### src/rtl/ana_pad_sequencer_if.sv
// Command channel into the pad sequencer: valid/ready handshake carrying an opcode and payload.
interface ana_pad_sequencer_if #(
  parameter int DW = 8
) ();
  logic          cmd_valid;
  logic [1:0]    cmd_op;
  logic [DW-1:0] cmd_data;
  logic          cmd_ready;

  modport master (output cmd_valid, cmd_op, cmd_data, input cmd_ready);
  modport slave  (input cmd_valid, cmd_op, cmd_data, output cmd_ready);
endinterface

### src/rtl/ana_pad_sequencer.sv
// Plays a programmed pattern table onto the pad bus, holding each entry for dwell+1 cycles
// and capturing pad_in at the end of every dwell; optional looping, stop and status flags.
module ana_pad_sequencer #(
  parameter  int DEPTH = 4,
  parameter  int DW    = 8,
  localparam int AW    = $clog2(DEPTH)
) (
  input  logic                  clk,
  input  logic                  rst,
  ana_pad_sequencer_if.slave    cmd,
  input  logic [DW-1:0]         pad_in,
  output logic [DW-1:0]         pad_out,
  output logic [DW-1:0]         pad_oe,
  input  logic [AW-1:0]         cap_sel,
  output logic [DW-1:0]         cap_data,
  output logic                  busy,
  output logic                  done,
  output logic                  ovf,
  output logic                  err
);

  typedef enum logic [1:0] {S_IDLE, S_RUN, S_DONE} state_t;

  localparam logic [AW:0] DEPTH_C = (AW + 1)'(DEPTH);

  state_t        state_q, state_d;
  logic [DW-1:0] oe_q, dwell_q, timer_q;
  logic [AW:0]   count_q;
  logic [AW-1:0] idx_q;
  logic          loop_q, done_q, ovf_q, err_q;
  logic [DW-1:0] pat_q [DEPTH];
  logic [DW-1:0] cap_q [DEPTH];

  logic accept, is_ctrl, start_req, start_ok, start_bad, stop_req, clr_req;
  logic dwell_end, last;

  assign accept    = cmd.cmd_valid && cmd.cmd_ready;
  assign is_ctrl   = accept && (cmd.cmd_op == 2'd3);
  assign start_req = is_ctrl && cmd.cmd_data[0] && (state_q != S_RUN);
  assign stop_req  = is_ctrl && !cmd.cmd_data[0] && (state_q == S_RUN);
  assign clr_req   = is_ctrl && cmd.cmd_data[2] && (state_q != S_RUN);
  // A start bundled with a clear would run an empty table, so treat it as a failed start.
  assign start_ok  = start_req && !clr_req && (count_q != '0);
  assign start_bad = start_req && !start_ok;
  // Stop beats a coincident dwell end: no capture, index left as is.
  assign dwell_end = (state_q == S_RUN) && (timer_q == '0) && !stop_req;
  assign last      = ({1'b0, idx_q} == (count_q - 1'b1));

  always_ff @(posedge clk) begin
    if (rst) state_q <= S_IDLE;
    else     state_q <= state_d;
  end

  always_comb begin
    state_d = state_q;
    case (state_q)
      S_IDLE, S_DONE: if (start_ok) state_d = S_RUN;
      S_RUN: begin
        if (stop_req)                          state_d = S_IDLE;
        else if (dwell_end && last && !loop_q) state_d = S_DONE;
      end
      default: state_d = S_IDLE;
    endcase
  end

  always_comb begin
    cmd.cmd_ready = (state_q != S_RUN) || (cmd.cmd_op == 2'd3);
    busy          = (state_q == S_RUN);
    pad_out       = (state_q == S_RUN) ? pat_q[idx_q] : '0;
  end

  assign pad_oe   = oe_q;
  assign cap_data = cap_q[cap_sel];
  assign done     = done_q;
  assign ovf      = ovf_q;
  assign err      = err_q;

  always_ff @(posedge clk) begin
    if (rst) begin
      oe_q    <= '0;
      dwell_q <= '0;
      timer_q <= '0;
      count_q <= '0;
      idx_q   <= '0;
      loop_q  <= 1'b0;
      done_q  <= 1'b0;
      ovf_q   <= 1'b0;
      err_q   <= 1'b0;
      for (int i = 0; i < DEPTH; i++) begin
        pat_q[i] <= '0;
        cap_q[i] <= '0;
      end
    end else begin
      if (accept && cmd.cmd_op == 2'd0) oe_q <= cmd.cmd_data;
      if (accept && cmd.cmd_op == 2'd2) dwell_q <= cmd.cmd_data;
      if (accept && cmd.cmd_op == 2'd1) begin
        if (count_q != DEPTH_C) begin
          pat_q[count_q[AW-1:0]] <= cmd.cmd_data;
          count_q                <= count_q + 1'b1;
        end else begin
          ovf_q <= 1'b1;
        end
      end
      if (clr_req) begin
        count_q <= '0;
        ovf_q   <= 1'b0;
      end
      if (start_bad) err_q <= 1'b1;
      if (start_ok) begin
        idx_q   <= '0;
        timer_q <= dwell_q;
        done_q  <= 1'b0;
        err_q   <= 1'b0;
        loop_q  <= cmd.cmd_data[1];
      end
      if (dwell_end) begin
        cap_q[idx_q] <= pad_in;
        timer_q      <= dwell_q;
        idx_q        <= last ? '0 : idx_q + 1'b1;
        if (last && !loop_q) done_q <= 1'b1;
      end else if (state_q == S_RUN && !stop_req) begin
        timer_q <= timer_q - 1'b1;
      end
    end
  end

endmodule

### src/flat_wrapper.sv
// flat-port wrapper written by rule: the top's interface ports become plain ports
module ana_pad_sequencer_flat 
#(
  parameter  int DEPTH = 4,
  parameter  int DW    = 8,
  localparam int AW    = $clog2(DEPTH)
)
  (clk, rst, pad_in, pad_out, pad_oe, cap_sel, cap_data, busy, done, ovf, err, cmd_cmd_valid, cmd_cmd_op, cmd_cmd_data, cmd_cmd_ready);
  ana_pad_sequencer_if #(.DW(DW)) cmd_i ();
  input  logic clk;
  input  logic rst;
  input  logic [DW-1:0] pad_in;
  output logic [DW-1:0] pad_out;
  output logic [DW-1:0] pad_oe;
  input  logic [AW-1:0] cap_sel;
  output logic [DW-1:0] cap_data;
  output logic busy;
  output logic done;
  output logic ovf;
  output logic err;
  input wire logic [$bits(cmd_i.cmd_valid)-1:0] cmd_cmd_valid;
  input wire logic [$bits(cmd_i.cmd_op)-1:0] cmd_cmd_op;
  input wire logic [$bits(cmd_i.cmd_data)-1:0] cmd_cmd_data;
  output wire logic [$bits(cmd_i.cmd_ready)-1:0] cmd_cmd_ready;
  assign cmd_i.cmd_valid = cmd_cmd_valid;
  assign cmd_i.cmd_op = cmd_cmd_op;
  assign cmd_i.cmd_data = cmd_cmd_data;
  assign cmd_cmd_ready = cmd_i.cmd_ready;
  ana_pad_sequencer #(.DEPTH(DEPTH), .DW(DW)) u_core (.clk(clk), .rst(rst), .cmd(cmd_i), .pad_in(pad_in), .pad_out(pad_out), .pad_oe(pad_oe), .cap_sel(cap_sel), .cap_data(cap_data), .busy(busy), .done(done), .ovf(ovf), .err(err));
endmodule
### config.mk
export PLATFORM = sky130hd
export DESIGN_NAME = ana_pad_sequencer_flat
export DESIGN_NICKNAME = d
export VERILOG_FILES = /design/src/rtl/ana_pad_sequencer_if.sv /design/src/rtl/ana_pad_sequencer.sv /design/src/flat_wrapper.sv
export SDC_FILE = /design/constraint.sdc
export NUM_CORES = 1
export LEC_CHECK = 0
export BUFFER_PORTS_ARGS = -buffer_cell sky130_fd_sc_hd__buf_4
export CELL_PAD_IN_SITES_DETAIL_PLACEMENT = 0
export CELL_PAD_IN_SITES_GLOBAL_PLACEMENT = 1
export CORE_UTILIZATION = 35
export DETAILED_ROUTE_END_ITERATION = 10
export PLACE_DENSITY_LB_ADDON = 0.1
export SKIP_LAST_GASP = 1
export SYNTH_ARGS = -nofsm -noshare
export SYNTH_HDL_FRONTEND = slang
export SYNTH_SLANG_ARGS = --single-unit
### constraint.sdc
create_clock -name clk -period 2.21 [get_ports clk]
set_input_delay 0.442 -clock clk [delete_from_list [all_inputs] [get_ports clk]]
set_output_delay 0.442 -clock clk [all_outputs]
set_load 0.03 [all_outputs]
# --- Word-level counts from Yosys, hierarchy flattened ---
# Memory sizes are Yosys's and may differ from the RTL's. A register that Yosys moved wholly into a read port is not among the register bits.
# Index checks and enable logic that the tools add are counted.
op_classes:
  div_mod_pow: 0
  addsub: 4
  eq_ne: 10
  magnitude_cmp: 0
  mul: 0
  n_reduce_logical: 40
  mux: 31
  bitwise: 1
  shift: 0
ops:
  columns: ["operator", "count"]
  rows:
  - ["$mux W8", 6]
  - ["$logic_and A1 B1 Y1", 20]
  - ["$mux W2", 10]
  - ["$reduce_or A8 Y1", 2]
  - ["$mux W1", 14]
  - ["$logic_not A8 Y1", 1]
  - ["$sub A8 B1 Y8 const B", 1]
  - ["$eq A2 B2 Y1 const B", 3]
  - ["$reduce_and A2 Y1", 3]
  - ["$reduce_bool A3 Y1", 2]
  - ["$reduce_or A2 Y1", 3]
  - ["$logic_not A1 Y1", 5]
  - ["$eq A2 B1 Y1 const B", 2]
  - ["$logic_not A2 Y1", 2]
  - ["$ne A2 B1 Y1 const B", 2]
  - ["$pmux W2 S2", 1]
  - ["$add A3 B1 Y3 const B", 1]
  - ["$eq A2 B3 Y1", 1]
  - ["$ne A3 B1 Y1 const B", 1]
  - ["$ne A3 B3 Y1 const B", 1]
  - ["$sub A3 B1 Y3 const B", 1]
  - ["$add A2 B1 Y2 const B", 1]
  - ["$reduce_bool A2 Y1", 1]
  - ["$logic_or A1 B1 Y1", 1]
  - ["$not A1 Y1", 1]
totals:
  n_memories: 2
  register_bits: 35
  latchBits: 0
  mem_bits_rw: 64
  rom_bits: 0
  output_inout_bits: 29
memory_table:
  columns: ["memory", "words", "word_bits", "rd", "rd_clocked_by_memory_dff", "write_ports", "line", "rtl"]
  rows:
  - ["u_core.cap_q", 4, 8, 1, 0, 4, "ana_pad_sequencer.sv:32", "logic [DW-1:0] cap_q [DEPTH];"]
  - ["u_core.pat_q", 4, 8, 1, 1, 4, "ana_pad_sequencer.sv:31", "logic [DW-1:0] pat_q [DEPTH];"]

# --- Longest topological paths before layout ---
depth:
  depth_word: 13
  depth_mapped: 8
  ltp_nobuf: 7

# --- Worst setup path before layout ---
# No wires, ideal clock.
synth_path:
  path_kind: "register to register"
  from: "register u_core.timer_q[0]"
  to: "memory u_core.cap_q[0][0], enable pin"
  arrival_ps: 1981
  required_time_ps: 1823
  slack_ps: -158
  setup_time_ps: 387
  stages_incl_launch_ff: 7
  path_buffers: 1
  period_less_slack_ps: 2368
  path_cell_list: "dfxtp_1 > inv_1 > ha_1 > nor4b_2 > nand4_2 > buf_6 > o31ai_1"
synth_lines:
  columns: ["item", "line", "rtl"]
  rows:
  - ["from (decl)", "ana_pad_sequencer.sv:27", "logic [DW-1:0] oe_q, dwell_q, timer_q;"]
  - ["from (signal assigned)", "ana_pad_sequencer.sv:111", "timer_q <= dwell_q;"]
  - ["from (signal assigned)", "ana_pad_sequencer.sv:118", "timer_q <= dwell_q;"]
  - ["from (signal assigned)", "ana_pad_sequencer.sv:122", "timer_q <= timer_q - 1'b1;"]
  - ["to (decl)", "ana_pad_sequencer.sv:32", null]

==> out/metrics.yaml <==
synth_compound_area_share_pct: 5.669
fillers: 1207
yosys.area.top_type: "edfxtp_1"
synth_async_sr_flop_share_pct: 0
busiest_layer: "met2"
place_congestion: 0.7792
ys_warn_count: 0
startpoint_type: "flip-flop"
crit_type: "reg -> out"
cts_buffers: 9
syn-num-nets: 404
routed_wl_mm: 10.45
setup_viol: 0
numClockSinks: 101
power.density_nw_per_um2: 680.3
synth.mux.area_fraction_pct: 11.92
grt_use_met3_pct: 2.955
dp_hpwl_mm: 7.267
netlist.area_leader.share_pct: 40.88
htree_num_levels: 3
ys_top_cells_by_area: "edfxtp_1 (41%), dfxtp_1 (16%), and2_1 (8.9%)"
core_um2: 12880
crit_buf_inv: 2
tightest_slew_ns: 0.5419
post_cts_buffers: 0
cpMaxStageDelayCell: "mux4_2"
drc: 0
rows: 41
fin_skew_ns: 0.005473
cts_resized: 0
slowest_delay_ns: 0.52
ir_drop_uv: 289.8
ant_nets: 0
clkLatencyLatePin_ns: 0.35
arrival_ns: 1.69
yosys.area_share.simple_pct: 20.95
hold_violations: 0
drt_iter0_drc: 139
routedWlPerCell_um: 16.80
pin_count: 52
cts_tree: "done"
n_antenna_cell: 0
use_met2_pct: 25.11
cp-end-kind: "primary output"
worstPathRequired_ns: 1.77
min_path_type: "in -> reg"
hold_buffers: 0
slew_violations: 0
fmax_ghz: 0.4700
die_width_um: 117.9
min_period_over_period_pct: 96.27
synth_cell_types: 51
synthAdderAreaFrac_pct: 1.331
initial_utilization_pct: 36.51
path_clk_slew_ns: 0.07
nets: 473
synth_enable_flop_cells: 64
drive_gt1_share_pct: 28.67
drt_pass1_iterations: 4
cpLargestDelayFamily: "multiplexers"
relSlewSlack_pct: 63.49
grt_usage_pct: 15.78
first_global_vias: 3011
grt_pass1_wl_mm: 16.44
crit_fanout: 8
grt_max_degree: 26
post-route-util_pct: 44.27
clockRootBuffer: "clkbuf_16"
ys_seq_area_share_pct: 56.64
rsz0062_at_grt: "false"
vias: 2998
leakage_nw: 2.255
finalSetupTns_ns: 0
gr-total-overflow: 0
viasPerCell: 4.820
syn_area_per_cell_um2: 12.50
synthXorXnorAreaFrac_pct: 0.9316
syn_to_final_growth_pct: 21.27
synthCells: 376
antenna_found_initial: 0
min_period_ns: 2.128
synth_area_um2: 4701
outcome: "finished, final reports clean"
chipHeight_um: 117.9
globalRouteMet1Util_pct: 20.86
dieArea_um2: 13900
maxCapViolations: 0
synth-seq-cells: 101
crit_chain: "buf_6 -> mux4_2 -> and2_1 -> buf_4"
synth_top_family_by_area: "simple AND/OR/NAND/NOR gates"
clk_path_buf_depth: 2
ys.flop_type: "edfxtp_1"
portBuffers: 51
flip-flops by register name (all words and copies together), names as in the netlist, named ones only:
name,count
u_core.state_q,2
u_core.count_q,3
u_core.err,1
u_core.pat_q,32
u_core.cap_q,32
u_core.ovf,1
u_core.idx_q,2
u_core.done,1
u_core.timer_q,8
u_core.pad_oe,8
u_core.dwell_q,8
u_core.loop_q,1
cells in the final DEF, fill, tap and decap left out, types with 3 or more instances in the layout:
cell type / count
a21oi_1: 14
and2_1: 67
and3_1: 9
buf_4: 73
clkbuf_16: 9
clkinvlp_4: 3
dfxtp_1: 37
edfxtp_1: 64
ha_1: 5
inv_1: 8
mux2i_1: 20
mux4_2: 16
nand2_1: 12
nand3_1: 6
nor2_1: 33
nor2b_1: 4
nor3_1: 4
nor3_2: 3
nor4_2: 3
o211ai_1: 3
o21ai_0: 9
or2_2: 4
xnor2_1: 3
final timing paths:
| path | startpoint | to | slack (ns) | cells past startpoint |
|---|---|---|---|---|
| max | flip-flop | pad_out[0] | 0.08 | 4 |
| min | cmd_cmd_data[4] | u_core.dwell_q[4] | 0.39 | 3 |
| max reg2reg | u_core.timer_q[0] | u_core.cap_q[3][5] | 0.19 | 7 |
| min reg2reg | u_core.ovf | u_core.ovf | 0.50 | 2 |
Yosys cell counts, drive strengths merged (2+ instances only):
cell type  count
and3           9
inv            8
a21oi         15
nor4           5
nand2b         2
xor2           2
nand4b         2
dfxtp         37
or2            4
buf           10
o21ai         10
ha             5
nor2b          4
and2          67
clkbuf         7
o211ai         4
nand3          6
edfxtp        64
nor3           7
mux4          16
nor3b          2
nand2         13
o31ai          2
xnor2          3
a32oi          2
mux2i         20
nor2          34
nor4b          2
worst min-delay path: stages:
cell	delay [ns]
buf_4	0.12
mux2i_1	0.07
nor2_1	0.07
layout make-up:
type / instances / area, um2 / area share [%]
clock inverter: 6 / 45.04 / 0.7902
multi-input combinational: 249 / 1926 / 33.78
clock buffer: 10 / 239.0 / 4.192
timing repair buffer: 75 / 579.3 / 10.16
inverter: 9 / 33.78 / 0.5926
sequential: 101 / 2663 / 46.71
tap: 172 / 215.2 / 3.775
kinds of logic (layout without fill, tap and decap cells):
kind of cell	Yosys count	after routing
XOR/XNOR	5	5
AND/OR/NAND/NOR	162	162
AO/OA/AOI/OAI	41	41
multiplexers	36	36
buffers and inverters	26	100
flip-flops	101	101
adder cells (fa/ha/maj)	5	5
report_power, final:
group | internal, mW | switching, mW | total [mW]
clock | 0.801 | 0.718 | 1.52
combinational | 0.121 | 0.163 | 0.284
sequential | 2.05 | 0.0207 | 2.08
total | 2.98 | 0.902 | 3.88
layer usage:
layer  routed length [um]  up-vias
met1                 5028     1432
met2                 4949       48
met5                    0        -
li1                     -     1506
met3                  309       12
met4                  161        0
metrics by stage:
step / hold WS, ns / instance area [um2] / worst slack [ns] / std cells / total power [mW]
2_1_floorplan: 0.4538 / 4706 / 0.06338 / 376 / 2.273
3_3_place_gp: 0.4781 / 5410 / 0.1839 / 606 / 2.407
3_5_place_dp: 0.4866 / 5410 / 0.1440 / 606 / 2.409
4_1_cts: 0.3744 / 5694 / 0.006804 / 622 / 3.943
5_1_grt: 0.3812 / 5700 / 0.01781 / 622 / 4.022
6_report: 0.3880 / 5700 / 0.08246 / 622 / 3.878
Note: power is estimated with default switching activity, not from simulation.
